**src/rtl/ysyx_25040129_rd_arbiter_pkg.sv**
```systemverilog
// Shared constants for the IFU/LSU read arbiter: FSM encodings, AXI response codes.
// No logic of its own; the round-robin pick helper is purely combinational.
// Imported by the arbiter and its bench.
package ysyx_25040129_rd_arbiter_pkg;

    localparam logic [1:0] ysyx_25040129_ARB_IDLE    = 2'd0;
    localparam logic [1:0] ysyx_25040129_ARB_GNT_IFU = 2'd1;
    localparam logic [1:0] ysyx_25040129_ARB_GNT_LSU = 2'd2;

    localparam logic [1:0] ysyx_25040129_OKAY = 2'b00;

    // On a tie the master that did not own the port last time wins (last: 0 = IFU, 1 = LSU).
    function automatic logic rr_pick_lsu(input logic ifu_req, input logic lsu_req, input logic last);
        return lsu_req & (~ifu_req | ~last);
    endfunction

endpackage

```
**src/rtl/ysyx_25040129_rd_arbiter.sv**
```systemverilog
// Two-master AXI4-Lite read arbiter (IFU/LSU -> one memory read port), grant locked AR..R.
// Latency: 1 arbitration cycle in IDLE, then AR/R paths are combinational pass-through.
// Backpressure: slave arready/rvalid and owner rready pass straight through; non-owner waits.
module ysyx_25040129_rd_arbiter
    import ysyx_25040129_rd_arbiter_pkg::*;
#(
    parameter int ADDR_W = 32,
    parameter int DATA_W = 32
) (
    input  logic              clk,
    input  logic              rst,

    input  logic [ADDR_W-1:0] ifu_araddr,
    input  logic              ifu_arvalid,
    output logic              ifu_arready,
    output logic [DATA_W-1:0] ifu_rdata,
    output logic [1:0]        ifu_rresp,
    output logic              ifu_rvalid,
    input  logic              ifu_rready,

    input  logic [ADDR_W-1:0] lsu_araddr,
    input  logic              lsu_arvalid,
    output logic              lsu_arready,
    output logic [DATA_W-1:0] lsu_rdata,
    output logic [1:0]        lsu_rresp,
    output logic              lsu_rvalid,
    input  logic              lsu_rready,

    output logic [ADDR_W-1:0] mem_araddr,
    output logic              mem_arvalid,
    input  logic              mem_arready,
    input  logic [DATA_W-1:0] mem_rdata,
    input  logic [1:0]        mem_rresp,
    input  logic              mem_rvalid,
    output logic              mem_rready
);

    logic [1:0] state;
    logic [1:0] state_nxt;
    logic       ar_done;
    logic       ar_done_nxt;
    logic       last;
    logic       last_nxt;

    logic own_ifu;
    logic own_lsu;
    logic sel_arvalid;
    logic sel_rready;
    logic ar_hs;
    logic r_hs;
    logic data_ok;
    logic fwd_rvalid;

    always_comb begin
        own_ifu     = (state == ysyx_25040129_ARB_GNT_IFU);
        own_lsu     = (state == ysyx_25040129_ARB_GNT_LSU);
        sel_arvalid = (own_ifu & ifu_arvalid) | (own_lsu & lsu_arvalid);
        sel_rready  = (own_ifu & ifu_rready)  | (own_lsu & lsu_rready);

        mem_araddr  = own_lsu ? lsu_araddr : ifu_araddr;
        mem_arvalid = rst & sel_arvalid & ~ar_done;
        ar_hs       = mem_arvalid & mem_arready;

        // Read data is only meaningful once the address went out (earlier or this very cycle).
        data_ok     = ar_done | ar_hs;
        mem_rready  = rst & sel_rready & data_ok;
        fwd_rvalid  = rst & mem_rvalid & data_ok;
        r_hs        = mem_rvalid & mem_rready;

        ifu_arready = rst & own_ifu & mem_arready & ~ar_done;
        lsu_arready = rst & own_lsu & mem_arready & ~ar_done;
        ifu_rvalid  = own_ifu & fwd_rvalid;
        lsu_rvalid  = own_lsu & fwd_rvalid;

        ifu_rdata   = mem_rdata;
        ifu_rresp   = mem_rresp;
        lsu_rdata   = mem_rdata;
        lsu_rresp   = mem_rresp;
    end

    always_comb begin
        state_nxt   = state;
        ar_done_nxt = ar_done;
        last_nxt    = last;
        case (state)
            ysyx_25040129_ARB_IDLE: begin
                if (ifu_arvalid | lsu_arvalid) begin
                    state_nxt = rr_pick_lsu(ifu_arvalid, lsu_arvalid, last) ?
                                ysyx_25040129_ARB_GNT_LSU : ysyx_25040129_ARB_GNT_IFU;
                end
            end
            ysyx_25040129_ARB_GNT_IFU, ysyx_25040129_ARB_GNT_LSU: begin
                if (r_hs) begin
                    state_nxt   = ysyx_25040129_ARB_IDLE;
                    ar_done_nxt = 1'b0;
                    last_nxt    = own_lsu;
                end else if (ar_hs) begin
                    ar_done_nxt = 1'b1;
                end
            end
            default: begin
                state_nxt   = ysyx_25040129_ARB_IDLE;
                ar_done_nxt = 1'b0;
            end
        endcase
    end

    always_ff @(posedge clk) begin
        if (!rst) begin
            state   <= ysyx_25040129_ARB_IDLE;
            ar_done <= 1'b0;
            last    <= 1'b0;
        end else begin
            state   <= state_nxt;
            ar_done <= ar_done_nxt;
            last    <= last_nxt;
        end
    end

endmodule

```
**config.mk**
```make
export PLATFORM = sky130hd
export DESIGN_NAME = ysyx_25040129_rd_arbiter
export DESIGN_NICKNAME = d
export VERILOG_FILES = /design/src/rtl/ysyx_25040129_rd_arbiter_pkg.sv /design/src/rtl/ysyx_25040129_rd_arbiter.sv
export SDC_FILE = /design/constraint.sdc
export NUM_CORES = 1
export LEC_CHECK = 0
export BUFFER_PORTS_ARGS = -buffer_cell sky130_fd_sc_hd__buf_2
export CAP_MARGIN = 20
export CORE_AREA = 2 2 82 84
export DETAILED_ROUTE_END_ITERATION = 10
export DIE_AREA = 0 0 84 86
export PLACE_DENSITY_LB_ADDON = 0.2
export SYNTH_ARGS = -nofsm -noshare
export SYNTH_HDL_FRONTEND = slang
export SYNTH_SLANG_ARGS = --single-unit
```
**constraint.sdc**
```tcl
create_clock -name clk -period 1.57 [get_ports clk]
set_clock_uncertainty 0.15 [all_clocks]
set_input_delay 0.157 -clock clk [delete_from_list [all_inputs] [get_ports clk]]
set_output_delay 0.157 -clock clk [all_outputs]
set_load 0.005 [all_outputs]
```
==> results.tsv <==
stage	metric	value	unit
status	status	complete, but fails checks	
status	failed_checks	setup timing	
setup_path	crit_start	state[0]	
yosys	synth_top_family_by_area	buffers and inverters	
clock_network	cts-htree-levels	1	
yosys	syn-num-nets	253	
yosys	synth_fa_ha_area_share	3.08	%
placed_design	dp.cells	263	
floorplanning	io_pins	212	
setup_path	cp.depth	7	
sta	min_period_over_period	112	%
detailed_routing	vias_per_cell	4.09	
clock_network	cts_root_buf	clkbuf_8	
sta	worst_slack	-0.193	ns
power	finalPower	2.86	mW
power	pwr_density_cell	1500	mW/mm^2
yosys	ys_warn_count	0	
placed_design	place_area	0.00140	sq mm
yosys	synth_area	0.00122	sq mm
layout	fin_nets	308	
clock_network	cts_tree	done	
floorplanning	chipHeight	86	um
detailed_routing	drt-wirelength-per-cell	15.0	um
setup_path	cp-start-kind	register	
sta	holdWs	0.115	ns
setup_path	crit_arrival	1.71	ns
sta	tightest_slew	0.179	ns
setup_path	worstSetupPathType	reg -> reg	
setup_path	r2r-start	state[0]	
setup_path	slowest_stage	a221o_1	
layout	area_growth	56.6	%
setup_path	reg2reg_depth	7	
run	maxCapViolCount	0	
global_route	grt_max_degree	24	
detailed_routing	wl	4110	um
clock_network	numCtsBuffers	3	
detailed_routing	antenna_left	0	
power	static-leakage-power	0.993	nW
setup_path	cp_data_required_time	1.51	ns
hold_path	hold_class	in -> reg	
floorplanning	num_rows	29	
sta	rsz0062_at_grt	true	
floorplanning	die_x	84	um
floorplanning	die_area	0.00722	sq mm
detailed_routing	drtIter0Drc	14	
yosys	syn_inst	144	
yosys	synth_xor_area_share	0	%
global_route	antenna_found_initial	0	
yosys	synth_compound_area_share	5.14	%
yosys	yosysSeqAreaShare	6.58	%
global_route	first_global_vias	1070	
floorplanning	initial_core_util	19.4	%
setup_path	cp-end-kind	register	
setup_path	endpoint	state[0]	
power	vdd_drop_max	0.000556	V
setup_path	crit_path_max_incr_delay	0.36	ns
clock_network	clock_latency	0.21	ns
setup_path	worst-path-buf-inv	2	
setup_path	path_max_fanout	5	
detailed_routing	vias	1122	
placed_design	gp_congestion	0.713	
clock_network	cts_sinks	4	
sta	fmax	0.567	GHz
yosys	yosysUniqueCellTypes	23	
global_route	grt_pass1_wl	5330	um
setup_path	cpLargestDelayFamily	compound AO/OA/AOI/OAI gates	
placed_design	place_hpwl	3070	um
global_route	grt_overflow	0	
sta	hold_viol_final	0	
sta	relSlewSlack	88.0	%
detailed_routing	drc	0	
sta	fin_crit	1.76	ns
layout	drive_gt1_share	86.3	%
layout	stdcell_area	0.00191	sq mm
setup_path	worstPathCellList	inv_4 -> ha_4 -> a22oi_2 -> buf_4 -> o21a_1 -> a221o_1 -> mux2i_1	
detailed_routing	first_pass_iters	4	
setup_path	r2r_slack	-0.19	ns
layout	instances_no_fill	274	
placed_design	port_buffers	109	
sta	setup_viol	39	
yosys	syn_area_per_cell	8.45	sq um
sta	report.final.slew_viol_count	0	
sta	finalSetupTns	-5.89	ns
yosys	synthSimpleGateAreaFrac	8.12	%
setup_path	r2r_end	state[0]	
clock_network	clockBufferDepth	2	
layout	antenna_cells	0	
yosys	synth_mux_area_share	32.1	%
floorplanning	core_area	0.00628	sq mm
clock_network	clkTransAtPathRegs	0.03	ns
global_route	grtUsageTotal	9.13	%
yosys	synth-seq-cells	4	
## per-layer routing
layer | part of all wire [%] | global-route usage (%) | vias up
met5 | 0 | 0 | -
met4 | 1.2 | 2.79 | 0
met3 | 11 | 3.08 | 6
met2 | 49 | 16.7 | 86
met1 | 39 | 9.97 | 508
li1 | - | - | 522
## cell usage after synthesis
cell type  number  share of area (%)
o21ai_0         1               0.41
buf_2           3                1.2
nand2_1         7                2.2
ha_1            3                3.1
nor3b_1         1               0.62
a21boi_0        1               0.62
mux2i_1         3                2.5
o21a_1          1               0.62
clkbuf_1        1               0.31
a221o_1         1               0.82
inv_1           3               0.92
and3_1          4                2.1
and2_1          1               0.51
nor2_1          1               0.31
nor2b_1         2                1.0
dfxtp_1         4                6.6
nand3_1         1               0.41
mux2_2         32                 30
nand4_1         2                1.0
a22o_1          1               0.72
buf_4          69                 43
a22oi_2         1                1.0
o221a_2         1               0.92
## repair_timing
action	in CTS	in global routing
hold buffers	0	0
resized for setup	13	66
pin swaps	4	6
setup buffers	6	1
hold endpoints to repair	0	0
cloned	0	1
setup endpoints to repair	40	41
## final cells by class
| class | instances | area [sq um] |
|---|---|---|
| inverters | 3 | 13.8 |
| well taps | 77 | 96.3 |
| repair buffers | 123 | 911 |
| clock buffers | 3 | 41.3 |
| flip-flops and latches | 4 | 85.1 |
| multi-input cells | 64 | 759 |
| fillers | 682 | 4370 |
## worst min-delay path by stage
stage	from	endpoint	slack (ns)	cells past startpoint
2_1_floorplan	lsu_arvalid	state[1]	0.17	2
4_1_cts	lsu_arvalid	state[1]	0.11	3
3_3_place_gp	mem_rdata[10]	ifu_rdata[10]	0.16	0
3_5_place_dp	mem_rdata[10]	ifu_rdata[10]	0.16	0
6_report	lsu_arvalid	state[1]	0.11	3
5_1_grt	lsu_arvalid	state[1]	0.14	3
## through the flow
stage | utilization (%) | setup slack (ns)
6_report | 30.4 | -0.193
5_1_grt | 30.4 | -0.247
2_1_floorplan | - | -0.0277
4_1_cts | 24.7 | -0.216
3_3_place_gp | 22.2 | -0.0620
3_5_place_dp | 22.2 | -0.104
## cell usage in the layout, fill, tap and decap left out, drive strengths merged
cell	netlist	final
a221o	1	1
nor3b	1	1
o21a	1	1
nand2	7	7
clkbuf	1	4
nand4	2	2
inv	3	3
nor2b	2	2
mux2	32	32
a21boi	1	1
o221a	1	1
dfxtp	4	4
and2	1	1
a22o	1	1
nand3	1	1
and3	4	4
a22oi	1	1
buf	72	122
ha	3	3
nor2	1	1
o21ai	1	1
mux2i	3	3
## where the power goes
part           internal (mW)  switching [mW]
Sequential             0.144          0.0415
Combinational           1.59           0.869
Clock                  0.163          0.0470
## cell families (layout without fill, tap and decap cells)
logic type | count (synthesis) | in the layout
flip-flops | 4 | 4
AND/OR/NAND/NOR | 19 | 19
adder cells (fa/ha/maj) | 3 | 3
buffers and inverters | 76 | 129
AO/OA/AOI/OAI | 7 | 7
multiplexers | 35 | 35
## state kept, by name (all words and copies together) (netlist names)
| register | flops |
|---|---|
| state | 2 |
| last | 1 |
| ar_done | 1 |
## worst min-delay path: stages
cell     delay [ns]
buf_2          0.13
nand4_1        0.09
mux2i_1        0.05
Power figures use the tool's default switching activity.
